## src/rtl/seg7_hex_scan_if.sv

```systemverilog
// Display-side bundle for seg7_hex_scan.
//   value/value_valid : 16-bit word and its capture strobe (upstream -> display)
//   dp_in             : per-digit decimal-point request, active-high
//   blank_lz          : leading-zero blanking enable
//   an_n/seg_n/dp_n   : board pins, all active-low (display -> board)
// master = producer of value/controls (and observer of pins), slave = the scanner.
interface seg7_hex_scan_if;
  logic [15:0] value;
  logic        value_valid;
  logic [3:0]  dp_in;
  logic        blank_lz;
  logic [3:0]  an_n;
  logic [6:0]  seg_n;
  logic        dp_n;

  modport master (output value, value_valid, dp_in, blank_lz,
                  input  an_n, seg_n, dp_n);
  modport slave  (input  value, value_valid, dp_in, blank_lz,
                  output an_n, seg_n, dp_n);
endinterface

```

## src/rtl/seg7_hex_scan.sv

```systemverilog
// Four-digit multiplexed hex display driver for a common-anode 7-segment
// display. Each digit owns a slot of REFRESH_DIV clocks; the first
// BLANK_CYCLES of every slot keep all anodes off to suppress ghosting.
// The displayed word is reloaded only at the end of the last slot so a
// frame never mixes two values.
//   clk, rst_n : clock, asynchronous active-low reset
//   bus        : seg7_hex_scan_if.slave (value in, an_n/seg_n/dp_n out)
// All pin outputs are registered: they reflect scan state one clock late.
module seg7_hex_scan #(
  parameter int REFRESH_DIV  = 100000,
  parameter int BLANK_CYCLES = 64,
  parameter int DIGITS       = 4
) (
  input  logic clk,
  input  logic rst_n,
  seg7_hex_scan_if.slave bus
);

  generate
    if (DIGITS != 4) begin : g_bad_digits
      $error("seg7_hex_scan: DIGITS must be 4");
    end
    if (REFRESH_DIV < 2 || REFRESH_DIV <= BLANK_CYCLES) begin : g_bad_div
      $error("seg7_hex_scan: REFRESH_DIV must be >= 2 and > BLANK_CYCLES");
    end
  endgenerate

  localparam int DW = $clog2(REFRESH_DIV);
  localparam logic [DW-1:0] DIV_LAST  = DW'(REFRESH_DIV - 1);
  localparam logic [DW-1:0] BLANK_LIM = DW'(BLANK_CYCLES);

  logic [DW-1:0] div;
  logic [1:0]    idx;
  logic [15:0]   shadow;
  logic [15:0]   disp;
  logic [3:0]    an_q;
  logic [6:0]    seg_q;
  logic          dp_q;

  logic [3:0]    nib;
  logic          lz;
  logic [3:0]    an_nxt;
  logic [6:0]    seg_nxt;

  function automatic logic [6:0] hex_dec(input logic [3:0] h);
    case (h)
      4'h0: hex_dec = 7'h40;  4'h1: hex_dec = 7'h79;
      4'h2: hex_dec = 7'h24;  4'h3: hex_dec = 7'h30;
      4'h4: hex_dec = 7'h19;  4'h5: hex_dec = 7'h12;
      4'h6: hex_dec = 7'h02;  4'h7: hex_dec = 7'h78;
      4'h8: hex_dec = 7'h00;  4'h9: hex_dec = 7'h10;
      4'hA: hex_dec = 7'h08;  4'hB: hex_dec = 7'h03;
      4'hC: hex_dec = 7'h46;  4'hD: hex_dec = 7'h21;
      4'hE: hex_dec = 7'h06;  default: hex_dec = 7'h0E;
    endcase
  endfunction

  always_comb begin
    nib = disp[{idx, 2'b00} +: 4];
    // A digit is a leading zero when it and every more-significant nibble
    // are zero; the rightmost digit always shows so 0 renders as "0".
    case (idx)
      2'd3:    lz = (disp[15:12] == 4'h0);
      2'd2:    lz = (disp[15:8]  == 8'h00);
      2'd1:    lz = (disp[15:4]  == 12'h000);
      default: lz = 1'b0;
    endcase
    seg_nxt = (bus.blank_lz && lz) ? 7'h7F : hex_dec(nib);
    an_nxt  = (div >= BLANK_LIM) ? ~(4'b0001 << idx) : 4'hF;
  end

  always_ff @(posedge clk or negedge rst_n) begin
    if (!rst_n) begin
      div    <= '0;
      idx    <= 2'd0;
      shadow <= 16'h0000;
      disp   <= 16'h0000;
      an_q   <= 4'hF;
      seg_q  <= 7'h7F;
      dp_q   <= 1'b1;
    end else begin
      if (bus.value_valid) shadow <= bus.value;
      if (div == DIV_LAST) begin
        div <= '0;
        idx <= idx + 2'd1;
        // Frame boundary: a strobe on this very edge bypasses the shadow.
        if (idx == 2'd3) disp <= bus.value_valid ? bus.value : shadow;
      end else begin
        div <= div + 1'b1;
      end
      an_q  <= an_nxt;
      seg_q <= seg_nxt;
      dp_q  <= ~bus.dp_in[idx];
    end
  end

  assign bus.an_n  = an_q;
  assign bus.seg_n = seg_q;
  assign bus.dp_n  = dp_q;

endmodule

```

## src/flat_wrapper.sv

```systemverilog
// flat-port wrapper written by rule: the top's interface ports become plain ports
module seg7_hex_scan_flat 
#(
  parameter int REFRESH_DIV  = 100000,
  parameter int BLANK_CYCLES = 64,
  parameter int DIGITS       = 4
)
  (clk, rst_n, bus_value, bus_value_valid, bus_dp_in, bus_blank_lz, bus_an_n, bus_seg_n, bus_dp_n);
  seg7_hex_scan_if bus_i ();
  input  logic clk;
  input  logic rst_n;
  input wire logic [$bits(bus_i.value)-1:0] bus_value;
  input wire logic [$bits(bus_i.value_valid)-1:0] bus_value_valid;
  input wire logic [$bits(bus_i.dp_in)-1:0] bus_dp_in;
  input wire logic [$bits(bus_i.blank_lz)-1:0] bus_blank_lz;
  output wire logic [$bits(bus_i.an_n)-1:0] bus_an_n;
  output wire logic [$bits(bus_i.seg_n)-1:0] bus_seg_n;
  output wire logic [$bits(bus_i.dp_n)-1:0] bus_dp_n;
  assign bus_i.value = bus_value;
  assign bus_i.value_valid = bus_value_valid;
  assign bus_i.dp_in = bus_dp_in;
  assign bus_i.blank_lz = bus_blank_lz;
  assign bus_an_n = bus_i.an_n;
  assign bus_seg_n = bus_i.seg_n;
  assign bus_dp_n = bus_i.dp_n;
  seg7_hex_scan #(.REFRESH_DIV(REFRESH_DIV), .BLANK_CYCLES(BLANK_CYCLES), .DIGITS(DIGITS)) u_core (.clk(clk), .rst_n(rst_n), .bus(bus_i));
endmodule
```

## config.mk

```make
export PLATFORM = sky130hd
export DESIGN_NAME = seg7_hex_scan_flat
export DESIGN_NICKNAME = d
export VERILOG_FILES = /design/src/rtl/seg7_hex_scan_if.sv /design/src/rtl/seg7_hex_scan.sv /design/src/flat_wrapper.sv
export SDC_FILE = /design/constraint.sdc
export NUM_CORES = 1
export LEC_CHECK = 0
export BUFFER_PORTS_ARGS = -buffer_cell sky130_fd_sc_hd__buf_2
export CAP_MARGIN = 10
export CELL_PAD_IN_SITES_DETAIL_PLACEMENT = 0
export CELL_PAD_IN_SITES_GLOBAL_PLACEMENT = 1
export CORE_ASPECT_RATIO = 0.6
export CORE_MARGIN = 2
export CORE_UTILIZATION = 41
export DETAILED_ROUTE_END_ITERATION = 7
export PLACE_DENSITY_LB_ADDON = 0.1
export SLEW_MARGIN = 10
export SYNTH_ARGS = -nofsm -noshare
export SYNTH_HDL_FRONTEND = slang
export SYNTH_SLANG_ARGS = --single-unit
```

## constraint.sdc

```tcl
create_clock -name clk -period 2.9 [get_ports clk]
set_input_delay 0.58 -clock clk [delete_from_list [all_inputs] [get_ports clk]]
set_output_delay 0.58 -clock clk [all_outputs]
set_load 0.02 [all_outputs]
```

# == Word level (Yosys, flattened, before mapping) ==
# Memories as Yosys holds them, arrays and structs flattened.
# Cells that the tools add are included.
# word_totals
reg_bits,63
word_cells,32
romBits,112
memories,1
# mem_list
memory,depth,width,rd,rd_ports_with_merged_regs,write_ports,line_no,rtl
(no name shown),16,7,1,0,0,seg7_hex_scan.sv:46,case (h)
# op_classes
bitwise_logic,2
muxes,7
reduce_logical,5
eq_ne,4
n_shift,2
magnitude_cmp,2
n_addsub,2
# ops
operator,count
"17-bit by 1-bit adder with 17-bit output, second input constant",1
"17-bit equality test, second input constant",1
"17-bit by 7-bit >= comparator with 1-bit output, second input constant",1
17-bit two-way mux,1
16-bit two-way mux,1
16-bit by 5-bit indexed part select with 4-bit output,1
12-bit logical NOT,1
8-bit logical NOT,1
7-bit two-way mux,1
"2-bit equality test, second input constant",2
4-bit logical NOT,1
4-bit two-way mux,1
4-bit NOT,1
"1-bit by 2-bit left shift with 4-bit output, first input constant",1
"2-bit by 3-bit < comparator with 1-bit output, second input constant",1
1-bit case mux with 3 select lines,1
"2-bit by 1-bit adder with 2-bit output, second input constant",1
1-bit binary-select mux with 2-bit select,1
"2-bit by 1-bit equality test with 1-bit output, second input constant",1
2-bit AND reduction,1
1-bit logical AND,1
1-bit two-way mux,1
1-bit NOT,1

# == Logic depth before layout (Yosys ltp) ==
# Gate-level depths: netlist of run 1.
# depth
ltp_word,4
depth_mapped,8
mapped_depth_nobuf,7

# == Worst setup path after synthesis of run 1 ==
# Ideal clock, no wire load.
# synth_path
path_type,reg-to-reg
start,register u_core.idx[0]
end,"register u_core.seg_q[4], in the netlist u_core.bus.seg_n[4]"
period_less_slack_ns,2.158
stages_incl_launch_ff,8
path_buffers,1
setup_slack_ns,0.742
setup_time_ns,0.111
arrival_ns,2.047
path_cell_list,dfrtp_1 buf_4 clkinv_1 ha_1 or4b_2 nor3_1 o211ai_1 o311ai_0
# synth_between
elab_chain_len,4
elab_cells_between_ends,8
classes_between,eq/ne (3); shift (1); mux (2); reduce/logical (1); memory (1)
# synth_rtl
item,line_no,rtl
"start, declared",seg7_hex_scan.sv:33,logic [1:0] idx;
"start signal, assigned",seg7_hex_scan.sv:85,idx <= idx + 2'd1;
"parallel branches: the longest is 3 deep, another holds memory read 16 x 7 bit",n/a,
7-bit two-way mux (*),seg7_hex_scan.sv:68,seg_nxt = (bus.blank_lz && lz) ? 7'h7F : hex_dec(nib);
via u_core.seg_nxt[4],seg7_hex_scan.sv:43,logic [6:0] seg_nxt;
"end signal, assigned",seg7_hex_scan.sv:92,seg_q <= seg_nxt;
"end, declared",seg7_hex_scan.sv:37,logic [6:0] seg_q;
# Mark *: on every way through the listed nets, which the timed path passes.
# A chain may end at the register's enable or synchronous reset.

# == Worst setup path in the final report of run 1 ==
# layout_path
start,register u_core.idx[1]
end,"register u_core.seg_q[4], in the netlist u_core.bus.seg_n[4]"
# Same word-level chain as after synthesis.

==> results of run 1 <==
[per-layer routing]
layer	part of all wire (%)	track usage (%)
met1	57	27.7
met2	35	19.7
met3	5.6	5.06
met4	1.9	8.33
met5	0	0
[synth_stat cells (4+ instances only)]
library cell              number
sky130_fd_sc_hd__mux2i_1       5
sky130_fd_sc_hd__xor2_1        7
sky130_fd_sc_hd__mux2_2       27
sky130_fd_sc_hd__ha_1         13
sky130_fd_sc_hd__nand3_1       7
sky130_fd_sc_hd__nand4_1       4
sky130_fd_sc_hd__nand2_1      15
sky130_fd_sc_hd__dfstp_2      12
sky130_fd_sc_hd__mux2_4       10
sky130_fd_sc_hd__nor2_1       14
sky130_fd_sc_hd__dfrtp_1      51
sky130_fd_sc_hd__buf_2         4
sky130_fd_sc_hd__nor3_1        4
sky130_fd_sc_hd__inv_1        10
sky130_fd_sc_hd__mux4_2        5
sky130_fd_sc_hd__xnor2_1      11
[per-stage QoR]
step | total power [uW] | instance area (um2)
finish | 2110 | 3690
global route | 2200 | 3690
CTS | 2150 | 3690
detailed placement | 1000 | 3380
global placement | 1000 | 3380
floorplan | 956 | 3080
[flip-flops by register name, indices dropped and copies added, names as in the netlist]
signal,cells
u_core.bus.dp_n,1
u_core.disp,16
u_core.idx,2
u_core.shadow,16
u_core.div,17
u_core.bus.seg_n,7
u_core.bus.an_n,4
[path summary, 6_finish.rpt]
path	slack (ps)	to	depth (start not counted)	start
max reg2reg	470	u_core.bus.seg_n[4]	6	u_core.idx[1]
min in group clk	500	u_core.shadow[7]	1	u_core.shadow[7]
max	470	u_core.bus.seg_n[4]	6	u_core.idx[1]
min reg2reg	500	u_core.shadow[7]	1	u_core.shadow[7]
max in group asynchronous	1840	u_core.bus.seg_n[6]	2	rst_n
min	240	u_core.disp[13]	1	rst_n
[final cells by class]
type                    count  area (um2)  area share (%)
repair buffers             40         213            5.76
multi-input cells         158        1400            37.9
clock buffers              12         246            6.67
clock inverters             4        70.1            1.90
well taps                 104         130            3.52
inverters                  11        41.3            1.12
flip-flops and latches     63        1590            43.1
[placed cells by master, fill, tap and decap left out, types with 9 or more instances in the layout]
cell type                   netlist  final
sky130_fd_sc_hd__buf_2            4     35
sky130_fd_sc_hd__clkbuf_16        0      9
sky130_fd_sc_hd__dfrtp_1         51     51
sky130_fd_sc_hd__dfstp_2         12     12
sky130_fd_sc_hd__ha_1            13     13
sky130_fd_sc_hd__inv_1           10     10
sky130_fd_sc_hd__mux2_2          27     27
sky130_fd_sc_hd__mux2_4          10     10
sky130_fd_sc_hd__nand2_1         15     15
sky130_fd_sc_hd__nor2_1          14     14
sky130_fd_sc_hd__xnor2_1         11     11
[worst max-delay path: stages (launching register included)]
cell	delay (ps)
sky130_fd_sc_hd__dfrtp_1	630
sky130_fd_sc_hd__inv_1	200
sky130_fd_sc_hd__ha_1	220
sky130_fd_sc_hd__or4b_2	600
sky130_fd_sc_hd__nor3_1	170
sky130_fd_sc_hd__o211ai_1	290
sky130_fd_sc_hd__o311ai_0	220
[kinds of logic (layout without fill, tap and decap cells)]
group,after synthesis,count (layout)
simple gates,64,64
flops,63,63
mux,47,47
buf+inv,19,67
xor+xnor,18,18
compound gates,16,16
fa+ha+maj,13,13
[report_power, final]
| group | internal [uW] | total, uW | switching [uW] |
|---|---|---|---|
| registers | 904 | 909 | 4.74 |
| clock network | 772 | 1130 | 356 |
| logic | 35.0 | 75.5 | 40.5 |
==> summary.md, run 1 <==
| Metric | Value |
|---|---|
| Cts hold-fix bufs | 0 |
| Detailed placement HPWL | roughly 4500 um |
| Top post-synthesis cells by area | sky130_fd_sc_hd__dfrtp_1, sky130_fd_sc_hd__dfstp_2, sky130_fd_sc_hd__mux2_2 |
| Total vias in the final route | 1926 |
| Number of enable flip-flop cells after synthesis | 0 |
| Cell Count, Final, Fillers Out | between 300 and 400 |
| Clk root buf | sky130_fd_sc_hd__clkbuf_16 |
| Max_cap viols | 0 |
| Vertical die dimension | between 70 and 80 um |
| Leading area contributor after synthesis | sky130_fd_sc_hd__dfrtp_1 |
| Critical path data arrival time | 2640 ps |
| Average cell area after synthesis | 12.9 um2 |
| Post-Route Utilization | 50.8% |
| Top cell type's share of synthesized area | around two fifths |
| Global route overflow | 0 |
| Post-route DRC violation count | 0 |
| Violation count after the first detailed-route iteration | 67 |
| Later-pin clock latency in the skew report | ~330 ps |
| TritonCTS clock tree | done |
| Global placer's final weighted congestion | between 0.8 and 0.9 |
| Run status | finished clean |
| Final Setup Violations | 0 |
| Global routing usage summed across all routing layers | between 15 and 20% |
| Proportion of synthesized area in mux cells | between 10% and 20% |
| Vias per cell | between 4 and 5 |
| Drt wl/cell | about 16 um |
| Number of port buffers | 35 |
| Leak pwr | 0.00165 uW |
| Setup repair after global routing missed its margin | no |
| Net total in the final layout | 320 |
| Total negative slack for setup checks | 0 ps |
| Post-CTS setup buffer count | 0 |
| Total of warnings raised by yosys | 0 |
| TritonCTS buffer count | 9 |
| Final clock skew | 5.04 ps |
| Post-Syn Area | 0.00308 mm2 |
| Share of synthesized area occupied by flip-flops and latches | 51.6% |
| Fraction of the mapped netlist area in simple logic gates | roughly 11% |
| Final max-slew violation count | 0 |
| Die area | ~0.0083 mm2 |
| Highest ir drop seen on vdd | roughly 0.31 mV |
| Xor/xnor cell area share of the yosys netlist | between 5 and 6% |
| Clk sinks | 63 |
| First-pass GRT wire length | between 10000 and 15000 um |
| Number of placed I/O pins | 36 |
| Synth-to-Final Area Change | 19.8% |
| Largest net degree at the start of global routing | 30 |
| Startpoint class of the critical path | flop |
| Antenna violations before repair | 0 |
| Worst-margin pin slew | a little under 600 ps |
| Category of the most critical setup path | reg2reg |
| Number of detailed-routing iterations run before antenna repair | 4 |
| Fillcell total | 649 |
| Routed Antenna Nets | 0 |
| X dimension of the die | 116 um |
| Post-synth top flop | sky130_fd_sc_hd__dfrtp_1 |
| Kind of path behind the tightest hold check | in2async |
| Async S/R FF share, synth | between 90% and 100% |
| Share of final-layout standard cells stronger than drive strength 1 | between 30% and 40% |
| Total wire length after detailed routing | 6180 um |
| Post-placement cell count | around 380 |
| Effective utilization at floorplan | a little over two fifths |
| Kind of end point of the critical path | flop |
| Final Hold Slack | approximately 240 ps |
| Clock slew seen by the registers of the worst setup and hold paths | 50 ps |
| Worst setup margin | approximately 470 ps |
| Count of inserted antenna diode cells | 0 |
| Max Root-Sink Buffers | 2 |
| Post-synthesis register bit count | 63 |
| Number of distinct standard cells referenced by the synthesized netlist | 44 |
| Standard cell core area | roughly 0.0073 mm2 |
| Required time of the worst setup path | ~3100 ps |
| Final Hold Fails | 0 |
| FP Rows | 24 |
| H-tree depth | 3 |
| Final period util | between 80% and 90% |
| Post-synth net total | around 280 |
| Combinational family with the most area after synthesis | multiplexers |
| Post-placement setup slack | ~500 ps |
| Number of global-route vias before repair | approximately 1.9k |
| CTS-repair resized insts | 0 |
| Slew Limit Headroom | 60.3% |
| Fmax | between 400 and 500 MHz |
| Crit path time final | around 2400 ps |
| Post-Synth Adder-Cell Area | roughly 5.3% |
| Synthesized netlist cell count | 240 |
| Total power per unit cell area | approximately 570 mW/mm2 |
| Share of the synthesized area in compound gates (AO/OA/AOI/OAI) | 3.81% |
| Worst-path maximum fanout | 12 |
Note: power is estimated with default switching activity, not from simulation.
==> run 2: changes to the inputs <==
ABC_AREA = 1   (was unset)
clock period = 2.24 ns   (was 2.9 ns; I/O delays follow)
==> run 2 against run 1 <==
Against the previous run: fmax is 30% higher; clock power is 23% higher; clock skew is 0.90 ps higher; worst hold slack worse by 230 ps; routed wire length is 28% higher; critical endpoint is now u_core.bus.seg_n[5]; count of clock-buffer cells in the layout is 3 lower; sequential cell count stayed put; register-to-register slack worse by 99 ps.
==> summary.md, run 2 <==
| Metric | Value |
|---|---|
| Total of warnings raised by yosys | 0 (unchanged) |
| Top post-synthesis cells by area | sky130_fd_sc_hd__dfrtp_1, sky130_fd_sc_hd__nand2_1, sky130_fd_sc_hd__inv_1 |
| Antenna violations before repair | 0 (unchanged) |
| Number of detailed-routing iterations run before antenna repair | 4 (unchanged) |
| Detailed placement HPWL | 5940 um (+32%) |
| TritonCTS buffer count | 9 (unchanged) |
| Total negative slack for setup checks | 0 ps (unchanged) |
| Final Setup Violations | 0 (unchanged) |
| Clk sinks | 63 (unchanged) |
| Kind of path behind the tightest hold check | in2async |
| Final max-slew violation count | 0 (unchanged) |
| Post-Syn Area | 0.00356 mm2 (+15%) |
| Leak pwr | 0.00234 uW (+42%) |
| Max_cap viols | 0 (unchanged) |
| Switching portion of total power | 22.6% (+3.6 points) |
| Global routing usage summed across all routing layers | 18.4% (+1.3 points) |
| Global route overflow | 0 (unchanged) |
| X dimension of the die | 124 um (+7.2%) |
| Slew Limit Headroom | 65.9% (+5.5 points) |
| Number of global-route vias before repair | 2702 (+44%) |
| Worst flop-to-flop path endpoint | u_core.bus.seg_n[5] |
| Run status | finished clean |
| CTS-repair resized insts | 0 (unchanged) |
| Later-pin clock latency in the skew report | 330 ps (about the same) |
| Leading cell type in the layout, fill and taps excluded | sky130_fd_sc_hd__nand2_1 |
| FP Rows | 26 (+8.3%) |
| First-pass GRT wire length | 13700 um (+34%) |
| Largest stage delay on the critical path | 450 ps (-180 ps) |
| Clock group share of total power | 52.2% (-1.2 points) |
| Standard cell core area | 0.00846 mm2 (+16%) |
| Setup repair after global routing missed its margin | no |
| R2r worst-path depth | 9 (+3) |
| Startpoint class of the critical path | flop |
| Worst-margin pin slew | 509 ps (-69.9 ps) |
| Fmax | 535 MHz (+30%) |
| Share of final-layout standard cells stronger than drive strength 1 | 16.0% (-23 points) |
| Kind of end point of the critical path | flop |
| Post-placement setup slack | 373 ps (-136 ps) |
| Synth-to-Final Area Change | 15.8% |
| Net total in the final layout | 539 (+68%) |
| Leading area contributor after synthesis | sky130_fd_sc_hd__dfrtp_1 |
| Routed Antenna Nets | 0 (unchanged) |
| Post-CTS setup buffer count | 0 (unchanged) |
| Crit path time final | 1870 ps (-561 ps) |
| Total wire length after detailed routing | 7940 um (+28%) |
| Number of distinct standard cells referenced by the synthesized netlist | 30 (-32%) |
| Required time of the worst setup path | 2480 ps (-620 ps) |
| Share of synthesized area occupied by flip-flops and latches | 44.7% (-6.9 points) |
| Worst setup margin | 371 ps (-98.8 ps) |
| Synthesized netlist cell count | 464 (+93%) |
| Worst-path maximum fanout | 13 (+1) |
| Post-synthesis register bit count | 63 (unchanged) |
| Buffering stage count on the worst path with inverters included | 2 (+1) |
| Switching component of the power | 603 uW (+50%) |
| Critical path data arrival time | 2110 ps (-530 ps) |
| Sequential cell fraction of total power | 44.0% (+1.0 points) |
| Category of the most critical setup path | reg2reg |
| Drt wl/cell | 12.8 um (-19%) |
| Number of placed I/O pins | 36 (unchanged) |
| Highest ir drop seen on vdd | 0.396 mV (+27%) |
| Async S/R FF share, synth | 100% (unchanged) |
| Max Root-Sink Buffers | 2 (unchanged) |
| Post-route DRC violation count | 0 (unchanged) |
| Count of inserted antenna diode cells | 0 (unchanged) |
| Cell type group with the largest total delay on the critical path | simple AND/OR/NAND/NOR gates |
| Largest net degree at the start of global routing | 35 (+17%) |
| Commonest cells in the synthesized netlist | sky130_fd_sc_hd__nand2_1, sky130_fd_sc_hd__inv_1, sky130_fd_sc_hd__dfrtp_1 |
| Number of enable flip-flop cells after synthesis | 0 (unchanged) |
| Final period util | 83.5% (-0.36 points) |
| Logic pwr share | 3.8% (+0.2 points) |
| Fillcell total | 854 (+32%) |
| Final clock skew | 5.94 ps (+0.896 ps) |
| TritonCTS clock tree | done |
| Violation count after the first detailed-route iteration | 257 (+280%) |
| Effective utilization at floorplan | 42.1% (-0.36 points) |
| Global placer's final weighted congestion | 0.875 (+0.73%) |
| Largest Register | u_core.div |
| Leading registers by flop count | u_core.div: 17 flops, u_core.disp: 16 flops, u_core.shadow: 16 flops |
| Vertical die dimension | 76.2 um (+7.0%) |
| Vias per cell | 4.56 (-7.2%) |
| Final Hold Fails | 0 (unchanged) |
| Internal power component | 2060 uW (+21%) |
| Crit-path slowest cell | sky130_fd_sc_hd__dfrtp_1 |
| Top cell type's share of synthesized area | 35.9% (-5.5 points) |
| Total power per unit cell area | 647 mW/mm2 (+13%) |
| Count leader, synth | sky130_fd_sc_hd__nand2_1 |
| Launching point of the worst reg2reg path | u_core.idx[1] |
| Average cell area after synthesis | 7.67 um2 (-40%) |
| Total vias in the final route | 2823 (+47%) |
| Commonest cells after routing, fill and taps aside | sky130_fd_sc_hd__nand2_1, sky130_fd_sc_hd__inv_1, sky130_fd_sc_hd__dfrtp_1, sky130_fd_sc_hd__buf_2, sky130_fd_sc_hd__nand3_1 |
| Number of port buffers | 35 (unchanged) |
| Die area | 0.00947 mm2 (+15%) |
| Cells traversed along the worst timing path | inv_1, nand3_1, nand2_1, inv_1, ha_1, nand3_1, nand2_1, nand2_1, nand3_1 |
| Post-synth net total | 501 (+81%) |
| Cts hold-fix bufs | 0 (unchanged) |
| Worst reg-to-reg setup slack | 370 ps (-100 ps) |
| Clock slew seen by the registers of the worst setup and hold paths | 60 ps (about the same) |
| H-tree depth | 3 (unchanged) |
| Clk root buf | sky130_fd_sc_hd__clkbuf_16 |
| Post-synth top flop | sky130_fd_sc_hd__dfrtp_1 |
| Max FFs per register | 17 (unchanged) |
-- run 2: changes by cell type after synthesis, moves of 10 or more --
cell / previous run / this run
sky130_fd_sc_hd__inv_1: 10 / 101
sky130_fd_sc_hd__mux2_2: 27 / 0
sky130_fd_sc_hd__mux2_4: 10 / 0
sky130_fd_sc_hd__nand2_1: 15 / 132
sky130_fd_sc_hd__nand3_1: 7 / 34
sky130_fd_sc_hd__nand4_1: 4 / 22
sky130_fd_sc_hd__nor2_1: 14 / 30
sky130_fd_sc_hd__o21ai_0: 3 / 19
sky130_fd_sc_hd__xnor2_1: 11 / 0
-- run 2: worst max-delay path by stage --
stage,startpoint,end,slack [ps],depth (start not counted)
after global routing,u_core.idx[1],u_core.bus.seg_n[3],170,9
after floorplan,u_core.idx[1],u_core.bus.seg_n[3],640,10
after CTS,u_core.idx[1],u_core.bus.seg_n[3],370,9
after detailed placement,u_core.idx[1],u_core.bus.seg_n[3],370,9
final,u_core.idx[1],u_core.bus.seg_n[5],370,9
after global placement,u_core.idx[1],u_core.bus.seg_n[5],440,9
-- run 2: kinds of logic after synthesis --
group	synth area share (%)
AND/OR/NAND/NOR	30.5
adder cells (fa/ha/maj)	4.57
XOR/XNOR	2.46
flip-flops	44.7
buffers and inverters	13.9
AO/OA/AOI/OAI	3.87
-- run 2: worst reg2reg max path, delay by kind of cell (launching register included) --
| kind | cells | cell delay (ps) |
|---|---|---|
| fa+ha+maj | 1 | 230 |
| flops | 1 | 450 |
| simple gates | 6 | 680 |
| buf+inv | 2 | 440 |
-- run 2: power groups by stage --
stage,combinational [uW],clock [uW],sequential (uW)
floorplan,40.4,0,1190
global placement,103,0,1190
detailed placement,104,0,1190
CTS,105,1440,1170
global route,120,1490,1170
finish,101,1390,1170
-- run 2: area by class of cell --
class | instances | area [um2] | area share [%]
Clock buffer | 9 | 225 | 5.46
Multi-Input combinational cell | 284 | 1470 | 35.7
Timing Repair Buffer | 41 | 233 | 5.64
Tap cell | 112 | 140 | 3.40
Inverter | 103 | 388 | 9.41
Sequential cell | 63 | 1590 | 38.6
Clock inverter | 7 | 72.6 | 1.76
-- run 2: through the flow --
stage / power [uW] / util, % / area (um2) / hold slack, ps / cells
6_report: 2670 / 48.7 / 4120 / 5.51 / 619
5_1_grt: 2790 / 48.7 / 4120 / 3.00 / 619
4_1_cts: 2710 / 48.7 / 4120 / 1.88 / 619
3_5_place_dp: 1300 / 45.2 / 3820 / 370 / 603
3_3_place_gp: 1290 / 45.2 / 3820 / 366 / 603
2_1_floorplan: 1230 / - / 3560 / 152 / 464
-- run 2: layer usage --
layer | GRT usage (%) | part of all wire, %
met1 | 29.1 | 59
met2 | 22.1 | 34
met3 | 6.67 | 5.8
met4 | 6.40 | 1.4
met5 | 0 | 0
==> run 3: changes to the inputs <==
clock period = 1.9 ns   (was 2.24 ns; I/O delays follow)
==> run 3 against run 2 <==
Against the previous run: power rose by 13%; worst setup slack got worse by 200 ps; critical path type unchanged; cell area rose by 0.88%; clock skew rose by 0.56 ps; largest power group unchanged; register-to-register slack got worse by 200 ps; global-route usage rose by 0.56 points; sequential cell count did not move; sequential power rose by 18%.
==> summary.md, run 3 (synthesis results as in run 2) <==
| Metric | Value |
|---|---|
| Number of detailed-routing iterations run before antenna repair | 4 (unchanged) |
| Flip-flop and latch area | 0.00159 mm2 (unchanged) |
| Drt wl/cell | 12.8 um (about the same) |
| Total wire length after detailed routing | 8010 um (+0.97%) |
| Setup repair after global routing missed its margin | yes |
| Kind of end point of the critical path | flop |
| Global routing usage summed across all routing layers | 18.9% (+0.56 points) |
| Total vias in the final route | 2900 (+2.7%) |
| H-tree depth | 3 (unchanged) |
| Kind of path behind the tightest hold check | in2async |
| Net total in the final layout | 545 (+1.1%) |
| Worst-path maximum fanout | 11 (-2) |
| Detailed placement HPWL | 6070 um (+2.1%) |
| Global placer's final weighted congestion | 0.866 (-1.1%) |
| Multi-input gate area in the final layout | 0.00147 mm2 (unchanged) |
| Max_cap viols | 0 (unchanged) |
| X dimension of the die | 124 um (unchanged) |
| Max Root-Sink Buffers | 2 (unchanged) |
| Final max-slew violation count | 0 (unchanged) |
| Total power per unit cell area | 722 mW/mm2 (+12%) |
| Final clock skew | 6.50 ps (+0.561 ps) |
| Largest Register | u_core.div |
| Post-route DRC violation count | 0 (unchanged) |
| Final period util | 90.9% (+7.4 points) |
| Worst-margin pin slew | 564 ps (+55.2 ps) |
| Fmax | 579 MHz (+8.3%) |
| Number of port buffers | 35 (unchanged) |
| Effective utilization at floorplan | 42.1% (unchanged) |
| FP Rows | 26 (unchanged) |
| CTS-repair resized insts | 0 (unchanged) |
| Violation count after the first detailed-route iteration | 202 (-21%) |
| Post-CTS setup buffer count | 0 (unchanged) |
| Critical path data arrival time | 1960 ps (-150 ps) |
| Later-pin clock latency in the skew report | 330 ps (about the same) |
| Startpoint class of the critical path | flop |
| Cells traversed along the worst timing path | inv_1, nand2_1, nand3_1, nand2_1, ha_1, nand3_1, nand3_1, nand3_1 |
| Slew Limit Headroom | 62.4% (-3.5 points) |
| Synth-to-Final Area Change | 16.8% |
| Standard cell core area | 0.00846 mm2 (unchanged) |
| Vertical die dimension | 76.2 um (unchanged) |
| Worst setup margin | 174 ps (-197 ps) |
| Dominant cell type by count on the critical path | sky130_fd_sc_hd__nand3_1 |
| Global route overflow | 0 (unchanged) |
| Final Setup Violations | 0 (unchanged) |
| Largest net degree at the start of global routing | 33 (-5.7%) |
| Clk sinks | 63 (unchanged) |
| Run status | finished clean |
| Crit-path slowest cell | sky130_fd_sc_hd__dfrtp_1 |
| Die area | 0.00947 mm2 (unchanged) |
| Share of final-layout standard cells stronger than drive strength 1 | 17.0% (+0.98 points) |
| Largest stage delay on the critical path | 370 ps (-80 ps) |
| Count of inserted antenna diode cells | 0 (unchanged) |
| Final Hold Fails | 0 (unchanged) |
| TritonCTS buffer count | 9 (unchanged) |
| Leading registers by flop count | u_core.div: 17 flops, u_core.disp: 16 flops, u_core.shadow: 16 flops |
| R2r worst-path depth | 8 (-1) |
| Leak pwr | 0.00236 uW (+1.1%) |
| Post-Route Utilization | 49.2% (+0.43 points) |
| Cts hold-fix bufs | 0 (unchanged) |
| First-pass GRT wire length | 14100 um (+3.1%) |
| Number of global-route vias before repair | 2789 (+3.2%) |
| Leading cell type in the layout, fill and taps excluded | sky130_fd_sc_hd__nand2_1 |
| Post-placement setup slack | 193 ps (-179 ps) |
| Fillcell total | 877 (+2.7%) |
| Clk root buf | sky130_fd_sc_hd__clkbuf_16 |
| Commonest cells after routing, fill and taps aside | sky130_fd_sc_hd__nand2_1, sky130_fd_sc_hd__inv_1, sky130_fd_sc_hd__dfrtp_1, sky130_fd_sc_hd__buf_2, sky130_fd_sc_hd__nand3_1 |
| Antenna violations before repair | 0 (unchanged) |
| Routed Antenna Nets | 0 (unchanged) |
| TritonCTS clock tree | done |
| Category of the most critical setup path | reg2reg |
| Max FFs per register | 17 (unchanged) |
| Crit path time final | 1730 ps (-143 ps) |
| Vias per cell | 4.64 (+1.7%) |
| Clock slew seen by the registers of the worst setup and hold paths | 50 ps (about the same) |
| Highest ir drop seen on vdd | 0.454 mV (+15%) |
| Number of placed I/O pins | 36 (unchanged) |
| Required time of the worst setup path | 2140 ps (-340 ps) |
run 3: cell count changes in the layout (fill, tap and decap cells not counted), sizes merged:
cell	previous run	this run
clkbuf	9	11
bufinv	1	0
inv	103	102
buf	41	47
run 3: area by class of cell:
| class | count | share of cell area, % |
|---|---|---|
| clock buffers | 11 | 5.84 |
| clock inverters | 5 | 0.812 |
| inverters | 103 | 9.33 |
| well taps | 112 | 3.37 |
| multi-input cells | 284 | 35.4 |
| flip-flops and latches | 63 | 38.3 |
| repair buffers | 47 | 6.98 |
run 3: critical path: cells and delay by family, from the launching register on:
kind,cells,cell delay (ps)
buf+inv,1,260
simple gates,6,660
flops,1,370
fa+ha+maj,1,340
run 3: final timing paths:
kind | end | startpoint | slack, ps
hold / removal | u_core.shadow[2] | rst_n | 40
setup reg to reg | u_core.bus.seg_n[3] | u_core.idx[0] | 170
max in group asynchronous | u_core.bus.seg_n[0] | rst_n | 1270
hold reg to reg | u_core.div[0] | u_core.div[0] | 470
setup / recovery | u_core.bus.seg_n[3] | u_core.idx[0] | 170
min in group clk | u_core.bus.dp_n | bus_dp_in[2] | 350
run 3: metal layers:
layer | GRT usage, % | vias to the layer above | part of all wire [%]
met5 | 0 | - | 0
met4 | 4.72 | 0 | 0.47
met3 | 6.32 | 2 | 5.8
met2 | 23.5 | 78 | 36
met1 | 30.5 | 1316 | 58
li1 | - | 1504 | -
run 3: through the flow:
step | setup TNS, ps | power [uW] | hold WS [ps] | instances | cell area [um2]
2_1_floorplan | 0 | 1450 | 84.4 | 464 | 3560
3_3_place_gp | 0 | 1530 | 411 | 609 | 3880
3_5_place_dp | 0 | 1530 | 412 | 609 | 3880
4_1_cts | 0 | 3060 | 54.9 | 625 | 4160
5_1_grt | -22.7 | 3140 | 72.3 | 625 | 4160
6_report | 0 | 3000 | 38.7 | 625 | 4160
run 3: report_power, final:
part	switching, uW	leakage (uW)	internal [uW]
Combinational	79.7	0.00145	43.0
Sequential	6.46	0.000778	1380
Clock	585	0.000132	914
Total	671	0.00236	2330
